==> src/rtl/branch_pkg.sv <==
// Shared definitions for the branch unit: funct3 encodings, the 2-bit
// direction counter type and its saturating update rule.
package branch_pkg;

  localparam logic [2:0] F3_BEQ  = 3'b000;
  localparam logic [2:0] F3_BNE  = 3'b001;
  localparam logic [2:0] F3_BLT  = 3'b100;
  localparam logic [2:0] F3_BGE  = 3'b101;
  localparam logic [2:0] F3_BLTU = 3'b110;
  localparam logic [2:0] F3_BGEU = 3'b111;

  // Strongly/weakly not-taken, weakly/strongly taken; MSB is the prediction.
  typedef enum logic [1:0] {
    SNT = 2'b00,
    WNT = 2'b01,
    WT  = 2'b10,
    ST  = 2'b11
  } bht_state_t;

  localparam bht_state_t BHT_RESET = WNT;

  // Move one step toward the resolved direction, saturating at both ends.
  function automatic bht_state_t bht_next(input bht_state_t s, input logic taken);
    bht_state_t n;
    case (s)
      SNT:     n = taken ? WNT : SNT;
      WNT:     n = taken ? WT  : SNT;
      WT:      n = taken ? ST  : WNT;
      ST:      n = taken ? ST  : WT;
      default: n = BHT_RESET;
    endcase
    return n;
  endfunction

endpackage

==> src/rtl/branch_cmp_core.sv <==
// Combinational RISC-V branch condition evaluator for any operand width.
module branch_cmp_core
  import branch_pkg::*;
#(
  parameter int XLEN = 32
) (
  input  logic [XLEN-1:0] a,
  input  logic [XLEN-1:0] b,
  input  logic [2:0]      funct3,
  output logic            taken,
  output logic            illegal
);

  logic signed [XLEN-1:0] a_s;
  logic signed [XLEN-1:0] b_s;
  logic                   eq;
  logic                   lt_s;
  logic                   lt_u;

  assign a_s  = $signed(a);
  assign b_s  = $signed(b);
  // Equality collapses the full operand width into one bit.
  assign eq   = ~|(a ^ b);
  assign lt_s = a_s < b_s;
  assign lt_u = a < b;

  // Select the comparison that funct3 names; 010/011 are not branches.
  always_comb begin
    taken   = 1'b0;
    illegal = 1'b0;
    case (funct3)
      F3_BEQ:  taken = eq;
      F3_BNE:  taken = ~eq;
      F3_BLT:  taken = lt_s;
      F3_BGE:  taken = ~lt_s;
      F3_BLTU: taken = lt_u;
      F3_BGEU: taken = ~lt_u;
      default: illegal = 1'b1;
    endcase
  end

endmodule

==> src/rtl/branch_predict_unit.sv <==
// Branch resolution plus a direct-mapped table of 2-bit direction counters
// and saturating branch/mispredict statistics.
module branch_predict_unit
  import branch_pkg::*;
#(
  parameter int XLEN      = 32,
  parameter int BHT_DEPTH = 16,
  parameter int STAT_W    = 32
) (
  input  logic              clk,
  input  logic              rst_n,
  input  logic [XLEN-1:0]   pred_pc_i,
  output logic              pred_taken_o,
  input  logic              res_valid_i,
  input  logic [XLEN-1:0]   res_pc_i,
  input  logic [2:0]        res_funct3_i,
  input  logic [XLEN-1:0]   res_a_i,
  input  logic [XLEN-1:0]   res_b_i,
  input  logic              res_pred_i,
  output logic              res_done_o,
  output logic              res_taken_o,
  output logic              res_mispredict_o,
  output logic              res_illegal_o,
  input  logic              stat_clr_i,
  output logic [STAT_W-1:0] stat_branches_o,
  output logic [STAT_W-1:0] stat_mispred_o
);

  localparam int IDX = $clog2(BHT_DEPTH);

  function automatic logic [STAT_W-1:0] sat_inc(input logic [STAT_W-1:0] v);
    return (&v) ? v : v + {{(STAT_W-1){1'b0}}, 1'b1};
  endfunction

  logic [IDX-1:0] pred_idx;
  logic [IDX-1:0] res_idx;
  logic [1:0]     pred_state;
  logic           cmp_taken;
  logic           cmp_illegal;
  logic           legal_vld;
  logic           mispredict;
  logic           unused_pc_bits;

  bht_state_t bht_q [BHT_DEPTH];
  bht_state_t bht_d [BHT_DEPTH];

  logic              done_q, done_d;
  logic              taken_q, taken_d;
  logic              mispredict_q, mispredict_d;
  logic              illegal_q, illegal_d;
  logic [STAT_W-1:0] branches_q, branches_d;
  logic [STAT_W-1:0] mispred_q, mispred_d;

  // Word-aligned PCs: the two LSBs and the bits above the index are ignored.
  assign pred_idx       = pred_pc_i[IDX+1:2];
  assign res_idx        = res_pc_i[IDX+1:2];
  assign unused_pc_bits = ^{pred_pc_i[XLEN-1:IDX+2], pred_pc_i[1:0],
                            res_pc_i[XLEN-1:IDX+2], res_pc_i[1:0]};

  // Prediction reads the registered table, so a same-cycle update is not bypassed.
  assign pred_state   = bht_q[pred_idx];
  assign pred_taken_o = pred_state[1];

  branch_cmp_core #(
    .XLEN(XLEN)
  ) u_cmp (
    .a       (res_a_i),
    .b       (res_b_i),
    .funct3  (res_funct3_i),
    .taken   (cmp_taken),
    .illegal (cmp_illegal)
  );

  assign legal_vld  = res_valid_i & ~cmp_illegal;
  assign mispredict = legal_vld & (cmp_taken != res_pred_i);

  // Next state of the predictor table: only a legal resolve touches its entry.
  always_comb begin
    bht_d = bht_q;
    if (legal_vld) begin
      bht_d[res_idx] = bht_next(bht_q[res_idx], cmp_taken);
    end
  end

  // Next state of the outcome registers and statistics; clear beats increment.
  always_comb begin
    done_d       = res_valid_i;
    taken_d      = legal_vld & cmp_taken;
    mispredict_d = mispredict;
    illegal_d    = res_valid_i & cmp_illegal;
    branches_d   = branches_q;
    mispred_d    = mispred_q;
    if (stat_clr_i) begin
      branches_d = '0;
      mispred_d  = '0;
    end else begin
      if (legal_vld) begin
        branches_d = sat_inc(branches_q);
      end
      if (mispredict) begin
        mispred_d = sat_inc(mispred_q);
      end
    end
  end

  // Predictor table register; reset leaves every entry weakly not-taken.
  always_ff @(posedge clk) begin
    if (!rst_n) begin
      for (int i = 0; i < BHT_DEPTH; i++) begin
        bht_q[i] <= BHT_RESET;
      end
    end else begin
      bht_q <= bht_d;
    end
  end

  // Outcome and statistic registers.
  always_ff @(posedge clk) begin
    if (!rst_n) begin
      done_q       <= 1'b0;
      taken_q      <= 1'b0;
      mispredict_q <= 1'b0;
      illegal_q    <= 1'b0;
      branches_q   <= '0;
      mispred_q    <= '0;
    end else begin
      done_q       <= done_d;
      taken_q      <= taken_d;
      mispredict_q <= mispredict_d;
      illegal_q    <= illegal_d;
      branches_q   <= branches_d;
      mispred_q    <= mispred_d;
    end
  end

  assign res_done_o       = done_q;
  assign res_taken_o      = taken_q;
  assign res_mispredict_o = mispredict_q;
  assign res_illegal_o    = illegal_q;
  assign stat_branches_o  = branches_q;
  assign stat_mispred_o   = mispred_q;

endmodule
==> config.mk <==
export PLATFORM = sky130hd
export DESIGN_NAME = branch_predict_unit
export DESIGN_NICKNAME = d
export VERILOG_FILES = /design/src/rtl/branch_pkg.sv /design/src/rtl/branch_cmp_core.sv /design/src/rtl/branch_predict_unit.sv
export SDC_FILE = /design/constraint.sdc
export NUM_CORES = 1
export LEC_CHECK = 0
export CORE_ASPECT_RATIO = 1.2
export CORE_MARGIN = 5
export CORE_UTILIZATION = 35
export CTS_CLUSTER_DIAMETER = 150
export DETAILED_ROUTE_END_ITERATION = 6
export HOLD_SLACK_MARGIN = 0.02
export SETUP_SLACK_MARGIN = 0.1
export SLEW_MARGIN = 40
export SYNTH_ARGS = -nofsm -noshare
export SYNTH_HDL_FRONTEND = slang
export SYNTH_HIERARCHICAL = 1
export SYNTH_SLANG_ARGS = --single-unit
==> constraint.sdc <==
create_clock -name clk -period 5.1 [get_ports clk]
set_clock_uncertainty 0.2 [all_clocks]
set_input_delay 0.51 -clock clk [delete_from_list [all_inputs] [get_ports clk]]
set_output_delay 0.51 -clock clk [all_outputs]
set_load 0.05 [all_outputs]
==> impl_metrics.tcl <==
set metrics [dict create \
    worstPathRequired_ns 5.19 \
    die_y_um 153 \
    tns_ns 0 \
    ys_types 49 \
    synth_nets 892 \
    area_delta_synth_final_pct 33.5 \
    overflow 0 \
    syn-cell-area_mm2 0.00593 \
    synth_top_flop_cell "dfxtp_1" \
    die_x_um 129 \
    cts_tree "built" \
    max_freq_ghz 0.226 \
    intPower_mw 1.28 \
    ys_ff_latch 100 \
    ios 205 \
    max-vdd-ir-drop_mv 0.138 \
    vias 5819 \
    place_inst 1059 \
    fp-row-count 52 \
    io_buffers 148 \
    antenna_found_initial 0 \
    cts.sinks 100 \
    p_sw_share_pct 25.7 \
    ctsResizeCount 0 \
    clkPwrFrac_pct 41.8 \
    drv_cap 0 \
    setup_violations 0 \
    status "finished clean" \
    worstSetupPathType "in2reg" \
    globalplace.congestion 0.742 \
    syn_avg_cell_area_um2 8.22 \
    ant_nets 0 \
    power.density_mw_per_mm2 218 \
    max-slew-margin-rel_pct 50.6 \
    cts-htree-levels 3 \
    critPathLaunchType "input port" \
    period_share_pct 86.8 \
    diodes 0 \
    grt_pass1_vias 5321 \
    synth-async-reset-ratio_pct 0 \
    numCtsBuffers 9 \
    hold_violations 0 \
    cp.arrival_ns 4.51 \
    routed_wl_um 16100 \
    layout.nets 1024 \
    p_comb_share_pct 12.4 \
    grt_max_degree 70 \
    synth_cells 722 \
    p_sw_mw 0.442 \
    final_cell_mix "clkdlybuf4s50_1, dfxtp_1, nand2_1, a21oi_1, inv_1" \
    final_cells 1075 \
    p_leak_nw 2.62 \
    layout_min_cycle_time_ns 4.43 \
    grt_use_total_pct 16.1 \
    grt_pass1_wl_um 26300 \
    core_area_mm2 0.0168 \
    post-cts-setup-buffers 0 \
    fillCellCount 1711 \
    seqPwrFrac_pct 45.8 \
    layout-drive-gt1-share_pct 5.36 \
    synth_edf_count 0 \
    final_common_cell "clkdlybuf4s50_1" \
    hold_buffers 0 \
    dieArea_mm2 0.0197 \
    worstPathMaxFanout 12 \
    yosys_warnings 6 \
    tightest_slew_ns 0.740 \
    drt_iter0_drc 306 \
    hpwl_um 12000 \
    start_util_pct 35.4 \
    viasPerCell 5.41 \
    holdCritPathClass "reg2reg" \
    cts_buffer_depth 2 \
    routedWlPerCell_um 15.0 \
    slew_viol_final 0 \
    clkLatencyLatePin_ns 0.36 \
    clkTransAtPathRegs_ns 0.08 \
    ys_seq_area_share_pct 33.7 \
    first_pass_iters 4 \
    worstSetupEndpointType "register" \
    root_buffer "clkbuf_16" \
    rsz0062_at_grt "no" \
    drc 0 \
]
through the flow:
stage | worst slack (ns) | hold WS (ns) | total power [mW] | utilization, % | instance area (um^2)
2_1_floorplan | 1.16 | 0.253 | 0.924 | - | 5930
3_3_place_gp | 0.288 | 0.271 | 1.02 | 45.3 | 7600
3_5_place_dp | 0.258 | 0.277 | 1.02 | 45.3 | 7610
4_1_cts | 0.625 | 0.290 | 1.75 | 47.2 | 7920
5_1_grt | 0.378 | 0.310 | 1.80 | 47.2 | 7920
6_report | 0.674 | 0.294 | 1.72 | 47.2 | 7920
cells by family after synthesis:
kind of cell               share of synthesized area [%]
muxes                                               6.28
adders and majority gates                           7.51
buffers and inverters                               4.87
and+or+nand+nor                                     29.2
DFF                                                 33.7
AOI/OAI and AO/OA                                   17.8
xor gates and xnor gates                           0.590
final cells by class:
class	instances	area, um^2	share of cell area [%]
Timing Repair Buffer	155	1530	19.3
Clock buffer	9	225	2.84
Sequential cell	100	2000	25.3
Multi-Input combinational cell	548	3660	46.2
Tap cell	216	270	3.41
Inverter	40	150	1.90
Clock inverter	7	87.6	1.11
worst paths after layout:
path                                          from                 end  cells after the start  slack, ns
worst max-delay path                   res_b_i[11]  stat_mispred_o[31]                     14       0.67
worst min-delay path                     bht_q[23]           bht_q[23]                      2       0.29
worst max register to register  stat_mispred_o[13]  stat_mispred_o[31]                      5       2.27
worst min register to register           bht_q[23]           bht_q[23]                      2       0.29
cells in the mapped netlist, types with 24 or more instances:
cell      count  area share [%]
ha_1         34             7.2
dfxtp_1     100              34
nand3_1      36             3.0
o31ai_1      30             3.8
a21oi_1      65             5.5
clkbuf_1     29             1.8
o21ai_0      26             2.2
or3_1        24             2.5
nand2_1      85             5.4
nand4_1      26             2.7
inv_1        40             2.5
or4_1        32             4.0
sequential cells by signal, summed over array words and instances (netlist names):
name / cells
stat_mispred_o: 32
res_done_o: 1
bht_q: 32
res_taken_o: 1
stat_branches_o: 32
res_mispredict_o: 1
res_illegal_o: 1
critical path: stages:
cell and delay [ns]:
clkdlybuf4s50_1 0.46, inv_1 0.04, ha_1 0.28, a21oi_1 0.14
o21ai_0 0.13, a221oi_2 0.25, o22ai_1 0.14, or4_1 0.51
a31o_1 0.33, xor2_1 0.26, nand3_1 0.21, or4_4 0.58
or4_1 0.52, a21oi_1 0.14
per-layer routing:
layer,global-route usage (%),vias to the layer above,part of all wire [%]
li1,-,3019,-
met1,20.7,2675,45
met2,27.3,115,49
met3,3.61,10,5.0
met4,3.50,0,0.96
met5,0,-,0
power groups by stage:
stage	Combinational (mW)	Sequential (mW)	Clock, mW
finish	0.214	0.789	0.721
global route	0.238	0.790	0.777
CTS	0.217	0.789	0.748
detailed placement	0.216	0.807	0
global placement	0.214	0.807	0
floorplan	0.109	0.815	0
(Power assumes the default switching activity.)
